[src/rtl/fetch_pkg.sv]
// Shared types and constants for the instruction-fetch unit.
package fetch_pkg;

  localparam int unsigned XLEN       = 32;
  localparam int unsigned WORD_BYTES = 4;

  typedef logic [XLEN-1:0] addr_t;
  typedef logic [XLEN-1:0] word_t;

  // instr_len encoding: words consumed by decode in one handshake
  localparam logic LEN_1W = 1'b0;
  localparam logic LEN_2W = 1'b1;

  function automatic int unsigned len_words(input logic len);
    return (len == LEN_2W) ? 2 : 1;
  endfunction

endpackage

[src/rtl/fetch_queue_if.sv]
// Memory-side and decode-side signals of the fetch unit, bundled for port use.
interface fetch_queue_if #(
  parameter int unsigned ADDR_W  = 32,
  parameter int unsigned INSTR_W = 32
) ();

  logic [ADDR_W-1:0]  in_mem_addr;
  logic               in_mem_en;
  logic [INSTR_W-1:0] in_mem;
  logic               instr_valid;
  logic [INSTR_W-1:0] instr;
  logic [INSTR_W-1:0] instr_next;
  logic [ADDR_W-1:0]  pc;
  logic [ADDR_W-1:0]  pc_next;
  logic               instr_ready;
  logic               instr_len;
  logic               redirect;
  logic [ADDR_W-1:0]  redirect_pc;

  modport master (
    output in_mem_addr, in_mem_en, instr_valid, instr, instr_next, pc, pc_next,
    input  in_mem, instr_ready, instr_len, redirect, redirect_pc
  );

  modport slave (
    input  in_mem_addr, in_mem_en, instr_valid, instr, instr_next, pc, pc_next,
    output in_mem, instr_ready, instr_len, redirect, redirect_pc
  );

endinterface

[src/rtl/fetch_fifo.sv]
// Prefetch FIFO: single push, pop of 1 or 2, flush, and head/head+1 read ports.
module fetch_fifo #(
  parameter int unsigned DEPTH   = 4,
  parameter int unsigned INSTR_W = 32
) (
  input  logic                       clk,
  input  logic                       reset,
  input  logic                       flush,
  input  logic                       push,
  input  logic [INSTR_W-1:0]         push_data,
  input  logic                       pop,
  input  logic                       pop_two,
  output logic [$clog2(DEPTH):0]     count,
  output logic [INSTR_W-1:0]         head,
  output logic [INSTR_W-1:0]         head_next
);

  localparam int unsigned PW = $clog2(DEPTH);

  logic [INSTR_W-1:0] mem_q [DEPTH];
  logic [PW:0]        rd_ptr_q, wr_ptr_q;
  logic [PW:0]        pop_n;
  logic [PW-1:0]      rd_idx, rd_idx_next;

  assign pop_n       = !pop ? '0 : (pop_two ? (PW+1)'(2) : (PW+1)'(1));
  assign rd_idx      = rd_ptr_q[PW-1:0];
  assign rd_idx_next = rd_idx + PW'(1);

  // Pointers carry one extra wrap bit so full and empty stay distinct.
  assign count     = wr_ptr_q - rd_ptr_q;
  assign head      = mem_q[rd_idx];
  assign head_next = mem_q[rd_idx_next];

  always_ff @(posedge clk) begin
    if (reset) begin
      rd_ptr_q <= '0;
      wr_ptr_q <= '0;
      mem_q    <= '{default: '0};
    end else if (flush) begin
      rd_ptr_q <= '0;
      wr_ptr_q <= '0;
    end else begin
      if (push) begin
        mem_q[wr_ptr_q[PW-1:0]] <= push_data;
        wr_ptr_q                <= wr_ptr_q + (PW+1)'(1);
      end
      rd_ptr_q <= rd_ptr_q + pop_n;
    end
  end

endmodule

[src/rtl/fetch_queue.sv]
// Instruction-fetch unit with prefetch FIFO, two-word decode window and branch redirect.
// Defining FETCH_STATS_EN adds the stall_cycles and redirect_count counter outputs.
module fetch_queue
  import fetch_pkg::*;
#(
  parameter int unsigned       ADDR_W   = 32,
  parameter int unsigned       INSTR_W  = 32,
  parameter int unsigned       DEPTH    = 4,
  parameter logic [ADDR_W-1:0] RESET_PC = '0
) (
  input  logic          clk,
  input  logic          reset,
  fetch_queue_if.master bus
`ifdef FETCH_STATS_EN
  ,
  output logic [31:0]   stall_cycles,
  output logic [31:0]   redirect_count
`endif
);

  localparam int unsigned PW = $clog2(DEPTH);

  logic [ADDR_W-1:0] fetch_pc_q, head_pc_q;
  logic [ADDR_W-1:0] redirect_base, step;
  logic              inflight_q, drop_q;
  logic              issue, push, pop, valid;
  logic [PW:0]       count;
  logic [PW+1:0]     occupancy;
  logic              unused_bits;

  assign redirect_base = {bus.redirect_pc[ADDR_W-1:2], 2'b00};
  assign unused_bits   = ^bus.redirect_pc[1:0];

  // Reserve a slot for the outstanding request; same-cycle pops are not credited.
  assign occupancy = {1'b0, count} + (PW+2)'(inflight_q);
  assign issue     = !reset && !bus.redirect && (occupancy < (PW+2)'(DEPTH));
  assign valid     = count >= (PW+1)'(2);
  assign pop       = valid && bus.instr_ready && !bus.redirect;
  assign push      = inflight_q && !drop_q && !bus.redirect;
  assign step      = (bus.instr_len == LEN_2W) ? ADDR_W'(2 * WORD_BYTES) : ADDR_W'(WORD_BYTES);

  fetch_fifo #(
    .DEPTH   (DEPTH),
    .INSTR_W (INSTR_W)
  ) u_fifo (
    .clk       (clk),
    .reset     (reset),
    .flush     (bus.redirect),
    .push      (push),
    .push_data (bus.in_mem),
    .pop       (pop),
    .pop_two   (bus.instr_len == LEN_2W),
    .count     (count),
    .head      (bus.instr),
    .head_next (bus.instr_next)
  );

  always_ff @(posedge clk) begin
    if (reset) begin
      fetch_pc_q <= RESET_PC;
      head_pc_q  <= RESET_PC;
      inflight_q <= 1'b0;
      drop_q     <= 1'b0;
    end else begin
      inflight_q <= issue;
      drop_q     <= bus.redirect && inflight_q;
      if (bus.redirect) begin
        fetch_pc_q <= redirect_base;
        head_pc_q  <= redirect_base;
      end else begin
        if (issue) fetch_pc_q <= fetch_pc_q + ADDR_W'(WORD_BYTES);
        if (pop)   head_pc_q  <= head_pc_q + step;
      end
    end
  end

  assign bus.in_mem_addr = fetch_pc_q;
  assign bus.in_mem_en   = issue;
  assign bus.instr_valid = valid;
  assign bus.pc          = head_pc_q;
  assign bus.pc_next     = head_pc_q + step;

`ifdef FETCH_STATS_EN
  always_ff @(posedge clk) begin
    if (reset) begin
      stall_cycles   <= '0;
      redirect_count <= '0;
    end else begin
      if (!valid)       stall_cycles   <= stall_cycles + 32'd1;
      if (bus.redirect) redirect_count <= redirect_count + 32'd1;
    end
  end
`endif

endmodule

[src/flat_wrapper.sv]
// flat-port wrapper written by rule: the top's interface ports become plain ports
module fetch_queue_flat import fetch_pkg::*;
#(
  parameter int unsigned       ADDR_W   = 32,
  parameter int unsigned       INSTR_W  = 32,
  parameter int unsigned       DEPTH    = 4,
  parameter logic [ADDR_W-1:0] RESET_PC = '0
)
  (clk, reset, bus_in_mem_addr, bus_in_mem_en, bus_instr_valid, bus_instr, bus_instr_next, bus_pc, bus_pc_next, bus_in_mem, bus_instr_ready, bus_instr_len, bus_redirect, bus_redirect_pc);
  fetch_queue_if #(.ADDR_W(ADDR_W), .INSTR_W(INSTR_W)) bus_i ();
  input  logic clk;
  input  logic reset;
  output wire logic [$bits(bus_i.in_mem_addr)-1:0] bus_in_mem_addr;
  output wire logic [$bits(bus_i.in_mem_en)-1:0] bus_in_mem_en;
  output wire logic [$bits(bus_i.instr_valid)-1:0] bus_instr_valid;
  output wire logic [$bits(bus_i.instr)-1:0] bus_instr;
  output wire logic [$bits(bus_i.instr_next)-1:0] bus_instr_next;
  output wire logic [$bits(bus_i.pc)-1:0] bus_pc;
  output wire logic [$bits(bus_i.pc_next)-1:0] bus_pc_next;
  input wire logic [$bits(bus_i.in_mem)-1:0] bus_in_mem;
  input wire logic [$bits(bus_i.instr_ready)-1:0] bus_instr_ready;
  input wire logic [$bits(bus_i.instr_len)-1:0] bus_instr_len;
  input wire logic [$bits(bus_i.redirect)-1:0] bus_redirect;
  input wire logic [$bits(bus_i.redirect_pc)-1:0] bus_redirect_pc;
  assign bus_in_mem_addr = bus_i.in_mem_addr;
  assign bus_in_mem_en = bus_i.in_mem_en;
  assign bus_instr_valid = bus_i.instr_valid;
  assign bus_instr = bus_i.instr;
  assign bus_instr_next = bus_i.instr_next;
  assign bus_pc = bus_i.pc;
  assign bus_pc_next = bus_i.pc_next;
  assign bus_i.in_mem = bus_in_mem;
  assign bus_i.instr_ready = bus_instr_ready;
  assign bus_i.instr_len = bus_instr_len;
  assign bus_i.redirect = bus_redirect;
  assign bus_i.redirect_pc = bus_redirect_pc;
  fetch_queue #(.ADDR_W(ADDR_W), .INSTR_W(INSTR_W), .DEPTH(DEPTH), .RESET_PC(RESET_PC)) u_core (.clk(clk), .reset(reset), .bus(bus_i));
endmodule
[config.mk]
export PLATFORM = sky130hd
export DESIGN_NAME = fetch_queue_flat
export DESIGN_NICKNAME = d
export VERILOG_FILES = /design/src/rtl/fetch_pkg.sv /design/src/rtl/fetch_queue_if.sv /design/src/rtl/fetch_fifo.sv /design/src/rtl/fetch_queue.sv /design/src/flat_wrapper.sv
export SDC_FILE = /design/constraint.sdc
export NUM_CORES = 1
export LEC_CHECK = 0
export ABC_AREA = 1
export BUFFER_PORTS_ARGS = -buffer_cell sky130_fd_sc_hd__buf_4
export CORE_MARGIN = 2
export CORE_UTILIZATION = 55
export CTS_CLUSTER_DIAMETER = 30
export DETAILED_ROUTE_END_ITERATION = 10
export GPL_ROUTABILITY_DRIVEN = 0
export PLACE_DENSITY = 0.8
export REMOVE_ABC_BUFFERS = 1
export SLEW_MARGIN = 10
export SYNTH_ARGS = -nofsm -noshare
export SYNTH_HDL_FRONTEND = slang
export SYNTH_SLANG_ARGS = --single-unit
export TNS_END_PERCENT = 100
[constraint.sdc]
create_clock -name clk -period 3.6 [get_ports clk]
set_input_delay 0.36 -clock clk [delete_from_list [all_inputs] [get_ports clk]]
set_output_delay 0.36 -clock clk [all_outputs]
set_load 0.005 [all_outputs]
==> results of run 1 <==
area by class of cell:
| class | instances | area, sq um |
|---|---|---|
| clock inverter | 14 | 186 |
| clock buffer | 18 | 439 |
| fill | 1779 | 6290 |
| sequential | 196 | 3930 |
| tap | 265 | 332 |
| inverter | 145 | 546 |
| timing repair buffer | 235 | 1800 |
| multi-input combinational | 1235 | 5810 |
through the flow:
stage | setup slack (ps) | instances
final | 585 | 2108
after floorplan | -1240 | 1576
after global placement | 770 | 2076
after detailed placement | 736 | 2076
after CTS | 611 | 2108
after global routing | 389 | 2108
worst max path at each step:
| stage | start | endpoint | slack (ps) | depth (start not counted) |
|---|---|---|---|---|
| floorplan | u_core.u_fifo.rd_ptr_q[1] | u_core.u_fifo.rd_ptr_q[1] | -1240 | 13 |
| global placement | u_core.u_fifo.wr_ptr_q[0] | u_core.u_fifo.rd_ptr_q[1] | 770 | 15 |
| detailed placement | u_core.u_fifo.wr_ptr_q[0] | u_core.u_fifo.rd_ptr_q[1] | 740 | 15 |
| global route | u_core.u_fifo.rd_ptr_q[0] | bus_instr_next[1] | 390 | 6 |
| CTS | u_core.u_fifo.rd_ptr_q[0] | bus_instr_next[1] | 610 | 6 |
| finish | u_core.u_fifo.rd_ptr_q[0] | bus_instr_next[8] | 580 | 6 |
layer usage:
layer | vias up | global-route usage, % | part of all wire (%)
met5 | - | 0 | 0
met4 | 0 | 15.4 | 3.6
met3 | 88 | 7.43 | 9.8
met2 | 557 | 55.3 | 47
met1 | 5290 | 38.6 | 39
li1 | 5788 | - | -
critical path, delay by kind of cell, from the launching register on:
| family | cells | cell delay (ps) |
|---|---|---|
| flops | 1 | 350 |
| simple gates | 2 | 510 |
| buf+inv | 3 | 1160 |
| compound gates | 1 | 150 |
sequential cells by signal, summed over array words and instances, names as in the netlist:
name and count:
u_core.u_fifo.mem_q 128, u_core.bus.in_mem_addr 30, u_core.bus.pc 30, u_core.u_fifo.rd_ptr_q 3, u_core.u_fifo.wr_ptr_q 3, u_core.drop_q 1, u_core.inflight_q 1
cell families (layout without fill, tap and decap cells):
logic type      Yosys count  in the layout  share of synthesized area [%]
flops                   196            196                           36.5
fa+ha+maj                12             12                           1.61
other cells               1              6                         0.0349
compound gates          478            478                           22.9
buf+inv                 249            412                           9.59
xor+xnor                 17             17                           1.39
simple gates            722            722                           28.0
layout by cell type, fill, tap and decap left out, drive strengths merged, types with 2 or more instances in the layout:
cell type	synthesis	final
nor2	379	379
o21ai	281	281
buf	39	235
nand2	230	230
dfxtp	196	196
a21oi	152	152
inv	143	150
nand3	90	90
o22ai	28	28
clkbuf	65	18
nand4	14	14
xnor2	9	9
a31oi	9	9
ha	9	9
xor2	8	8
nor3	7	7
conb	1	6
clkinv	2	4
o21bai	3	3
fa	3	3
bufinv	0	3
clkinvlp	0	2
a21boi	2	2
power by group through the flow:
stage                     registers [mW]  clock network, mW  logic [mW]
after CTS                           2.32               2.06       0.581
after detailed placement            2.37                  0       0.578
after global routing                2.33               2.15       0.646
after global placement              2.37                  0       0.567
final                               2.32               2.05       0.584
after floorplan                     2.35                  0       0.267
==> metrics.txt, run 1 <==
run status=finished, final reports clean; portion of total power attributed to the clock network=41.4%; net load switching power=1.33 mW; TritonCTS clock tree=done; Internal Power=3.63 mW; kind of launch point of the worst setup path=flop; IO buf count=222; cells after synthesis=1675; maximum number of pins on one net before global-route repair=131; Reg-to-Reg Start=u_core.u_fifo.wr_ptr_q[0]; required time of the critical path=3240 ps; number of antenna violations at the first check in global routing=0; fraction of final layout cells sized beyond drive strength 1=16.4%; leakage power total=5.41 nW; maximum fanout count along the critical path=82; cell with the biggest individual delay on the critical path=buf_4; Final period util=83.8%; flip-flop and latch count after synthesis=196; top cell type's share of synthesized area=36.5%; end of the worst hold path=u_core.bus.in_mem_addr[26]; total placed instance area=12400 sq um; WL final=34000 microns; wire length of the first global-routing pass=53000 microns; areal power density over the cells=380 nW/um^2; total DRC errors in the routed layout=0; commonest cells in the synthesized netlist=nor2_1 (364), o21ai_0 (259), nand2_1 (226); combined global-route utilization of all metal layers=32.5%; H-tree depth=4; worst reg2reg endpoint=u_core.u_fifo.rd_ptr_q[1]; async set-reset flop share out of synthesis=0%; average cell area after synthesis=6.41 sq um; area added between synthesis and finish=21.4%; kind of end point of the critical path=output port; smallest hold slack=132 ps; standard cell core area=19300 sq um; cell taking the most area after synthesis=dfxtp_1; clock latency reported for the late side of the worst-skew pair=450 ps; combinational fraction of design power=11.8%; Via density=5.56; vias post-DR=11700; Initial Utilization=55.6%; pin slew with the least headroom to its limit=980 ps; # Post-CTS Setup Buffers=0; total clock buffers created by CTS=17; setup repair after global routing missed its margin=no; Post-Route Utilization=67.4%; number of clock sinks=196; Final Max Slew Viols=0; share of power burned in registers=46.9%; post_cts resized=0; Die Ht=144 microns; summed instance area of the synthesized netlist=10700 sq um; final HPWL from detailed placement=22700 microns; number of enable-type register cells in the synthesized netlist=0; Crit path largest cell delay=640 ps; number of hold buffers added after cts=0; worst relative slew slack=34.7%; final instance area=13000 sq um; synth unique cells=41; Final Skew=12.1 ps; fmax=332 MHz; final critical delay including setup and external delays=3020 ps; maximum clock path buffer count=2; drt wl/cell=16.1 microns; max cap viols=0; count leader, synth=nor2_1; overall power=4.96 mW; antenna diode count=0; Clk pin slew, worst setup/hold paths=80 ps; cells along the critical path=buf_4 > nand2_1 > buf_4 > nor2_1 > o21ai_0 > buf_4; reg2reg setup slack=720 ps; number of nets at the end of the flow=1911; number of cells traversed by the worst register-to-register path=15; top flip-flop cell by instance count after synthesis=dfxtp_1; number of global-route vias before repair=10600; DIE AREA=20700 sq um; dominant cell type by count on the critical path=buf_4; worst hold path stage count=3; count of final hold-check violations=0; FP Rows=51; worst vdd ir=0.000375 V; detailed-routing iteration count for the pre-antenna-repair pass=8; root cell of the clock tree=clkbuf_16; Hold Path Class=input pin to flop; launch point of the worst hold path=bus_redirect_pc[26]; synth warn=0; initial DRC count=971; critical setup path kind=flop to output port; Die X-Extent=144 microns; Final setup viols=0; number of I/O pins=231; final sum of negative setup slack=0 ps; net switching share of the total power=26.8%; portion of the post-synthesis area used by sequential elements=36.5%; biggest area contributors in the synthesized netlist=dfxtp_1 (37%), nor2_1 (13%), o21ai_0 (12%); total gr overflow=0; antenna violation net count after detailed routing=0; data arrival at the endpoint of the critical path=2660 ps
No activity file was read; power rests on OpenSTA's default activity.
==> inputs of run 2 (changes only) <==
--- a/config.mk
+++ b/config.mk
@@ -8,11 +8,11 @@
 export ABC_AREA = 1
 export BUFFER_PORTS_ARGS = -buffer_cell sky130_fd_sc_hd__buf_4
 export CORE_MARGIN = 2
-export CORE_UTILIZATION = 55
+export CORE_UTILIZATION = 50
 export CTS_CLUSTER_DIAMETER = 30
 export DETAILED_ROUTE_END_ITERATION = 10
 export GPL_ROUTABILITY_DRIVEN = 0
-export PLACE_DENSITY = 0.8
+export PLACE_DENSITY = 0.77
 export REMOVE_ABC_BUFFERS = 1
 export SLEW_MARGIN = 10
 export SYNTH_ARGS = -nofsm -noshare
==> constraint.sdc (replaced) <==
create_clock -name clk -period 2.5 [get_ports clk]
set_input_delay 0.25 -clock clk [delete_from_list [all_inputs] [get_ports clk]]
set_output_delay 0.25 -clock clk [all_outputs]
set_load 0.005 [all_outputs]
==> run 2 against run 1 <==
  * Sequential cell count is the same
  * Final cell count grew 1.9%
  * Clock skew shrank 1.1 ps
  * Die area grew 9.7%
  * Register-to-register slack lost 590 ps
  * Total power grew 43%
  * Combinational power grew 51%
  * Critical path type unchanged
  * Critical endpoint is now bus_pc_next[18]
  * Largest cell class unchanged
  * Highest routed layer unchanged
==> metrics.txt, run 2 (synthesis results as in run 1) <==
leading cell type in the layout, fill and taps excluded=nor2_1; max reg flops=128; number of antenna violations at the first check in global routing=1; maximum fanout count along the critical path=4; Clk pin slew, worst setup/hold paths=70 ps; count of final hold-check violations=0; worst reg2reg endpoint=u_core.u_fifo.rd_ptr_q[2]; setup repair after global routing missed its margin=yes; total gr overflow=0; Internal Power=5.16 mW; root cell of the clock tree=clkbuf_16; worst setup path start=u_core.bus.pc[2]; worst vdd ir=0.000392 V; required time of the critical path=2250 ps; combinational fraction of design power=12.4%; number of standard cells in the layout, taps in and fillers out=2147; number of hold buffers added after cts=0; WL final=35500 microns; leakage power total=5.55 nW; Initial Utilization=50.9%; capturing instance or port of the critical path=bus_pc_next[18]; detailed-routing iteration count for the pre-antenna-repair pass=5; buffer and inverter count on the worst path=2; H-tree depth=4; smallest hold slack=38.0 ps; total DRC errors in the routed layout=0; DIE AREA=22700 sq um; total clock buffers created by CTS=17; FP Rows=53; Die Ht=151 microns; max cap viols=0; register ranked first by flip-flop count=u_core.u_fifo.mem_q; Hold Path Class=input pin to flop; pin slew with the least headroom to its limit=625 ps; portion of total power attributed to the clock network=40.3%; logic depth of the worst setup path including buffers=8; drt wl/cell=16.5 microns; share of power burned in registers=47.2%; data arrival at the endpoint of the critical path=2180 ps; Worst path top cell family by delay=adder cells; wire length of the first global-routing pass=55700 microns; final sum of negative setup slack=0 ps; Die X-Extent=151 microns; IO buf count=222; final critical delay including setup and external delays=2430 ps; TritonCTS clock tree=done; worst relative slew slack=58.3%; combined global-route utilization of all metal layers=31.1%; number of I/O pins=231; run status=finished, final reports clean; kind of launch point of the worst setup path=flop; final instance area=13400 sq um; Final setup viols=0; number of global-route vias before repair=10900; initial DRC count=1070; antenna violation net count after detailed routing=0; kind of end point of the critical path=output port; overall power=7.09 mW; launch point of the worst hold path=bus_redirect_pc[26]; Crit path largest cell delay=380 ps; Final Max Slew Viols=0; net load switching power=1.93 mW; net switching share of the total power=27.2%; cells along the critical path=ha_1 > inv_1 > fa_2 > nor2_4 > nand2_2 > nor2_2 > xor2_2 > buf_4; maximum clock path buffer count=2; total placed instance area=12600 sq um; critical setup path kind=flop to output port; standard cell core area=21100 sq um; number of clock sinks=196; fraction of final layout cells sized beyond drive strength 1=18.8%; Via density=5.48; fmax=411 MHz; Final period util=97.3%; area added between synthesis and finish=24.5%; reg2reg setup slack=130 ps; cell with the biggest individual delay on the critical path=fa_2; Final Skew=11.0 ps; highest-count cells in the layout ignoring fill and taps=nor2_1 (362), o21ai_0 (258), buf_4 (254), nand2_1 (221), dfxtp_1 (193); areal power density over the cells=530 nW/um^2; clock latency reported for the late side of the worst-skew pair=440 ps; cell count after placement=2105; number of cells traversed by the worst register-to-register path=14; Reg-to-Reg Start=u_core.u_fifo.wr_ptr_q[0]; number of nets at the end of the flow=1939; maximum number of pins on one net before global-route repair=105; final HPWL from detailed placement=23900 microns; vias post-DR=11800
==> run 2: routing by layer <==
layer  up-vias  track usage (%)  share of wire (%)
met3        70             7.45                 10
met4         0             12.9                3.2
li1       5841                -                  -
met1      5315             37.9                 39
met2       549             52.5                 48
met5         -                0                  0
==> run 2: worst register-to-register path, stage by stage, from the launching register on <==
cell and delay, ps:
dfxtp_2 340, inv_1 50, ha_1 170, inv_1 60, fa_2 430, inv_2 100
nand3_4 90, nand2_4 110, nor2_8 40, inv_2 70, nor2_1 40, ha_1 180
fa_1 390, xnor2_1 150, nor2_1 50
==> run 2: worst min-delay path by stage <==
stage                     depth (start not counted)  slack (ps)                         end
after floorplan                                   1         320  u_core.bus.in_mem_addr[22]
after global placement                            2         450               u_core.drop_q
after detailed placement                          2         450               u_core.drop_q
after CTS                                         3          20  u_core.bus.in_mem_addr[26]
after global routing                              3          40  u_core.bus.in_mem_addr[26]
final                                             3          40  u_core.bus.in_mem_addr[26]
==> run 2: final cells by class <==
cell class / instances / area, sq um
antenna: 1 / 2.50
clock inverter: 13 / 163
tap: 275 / 344
multi-input combinational: 1235 / 5890
fill: 1979 / 7710
sequential: 196 / 3930
timing repair buffer: 263 / 2050
clock buffer: 19 / 443
inverter: 145 / 546
==> run 2: through the flow <==
stage | utilization (%) | setup slack (ps)
2_1_floorplan | - | -2340
3_3_place_gp | 59.7 | 131
3_5_place_dp | 59.7 | 49.2
4_1_cts | 62.8 | 3.80
5_1_grt | 63.4 | -46.1
6_report | 63.4 | 68.6
==> run 2: power groups by stage <==
stage / registers [mW] / clock network [mW] / logic [mW]
floorplan: 3.38 / 0 / 0.384
global placement: 3.41 / 0 / 0.837
detailed placement: 3.41 / 0 / 0.852
CTS: 3.34 / 2.89 / 0.865
global route: 3.36 / 3.02 / 0.976
finish: 3.35 / 2.86 / 0.882
==> run 2: repair_timing <==
item,in CTS,in global routing
setup buffers,5,4
endpoints found under the hold margin,0,0
gates resized for setup,6,26
pin swaps,3,5
endpoints found under the setup margin,12,36
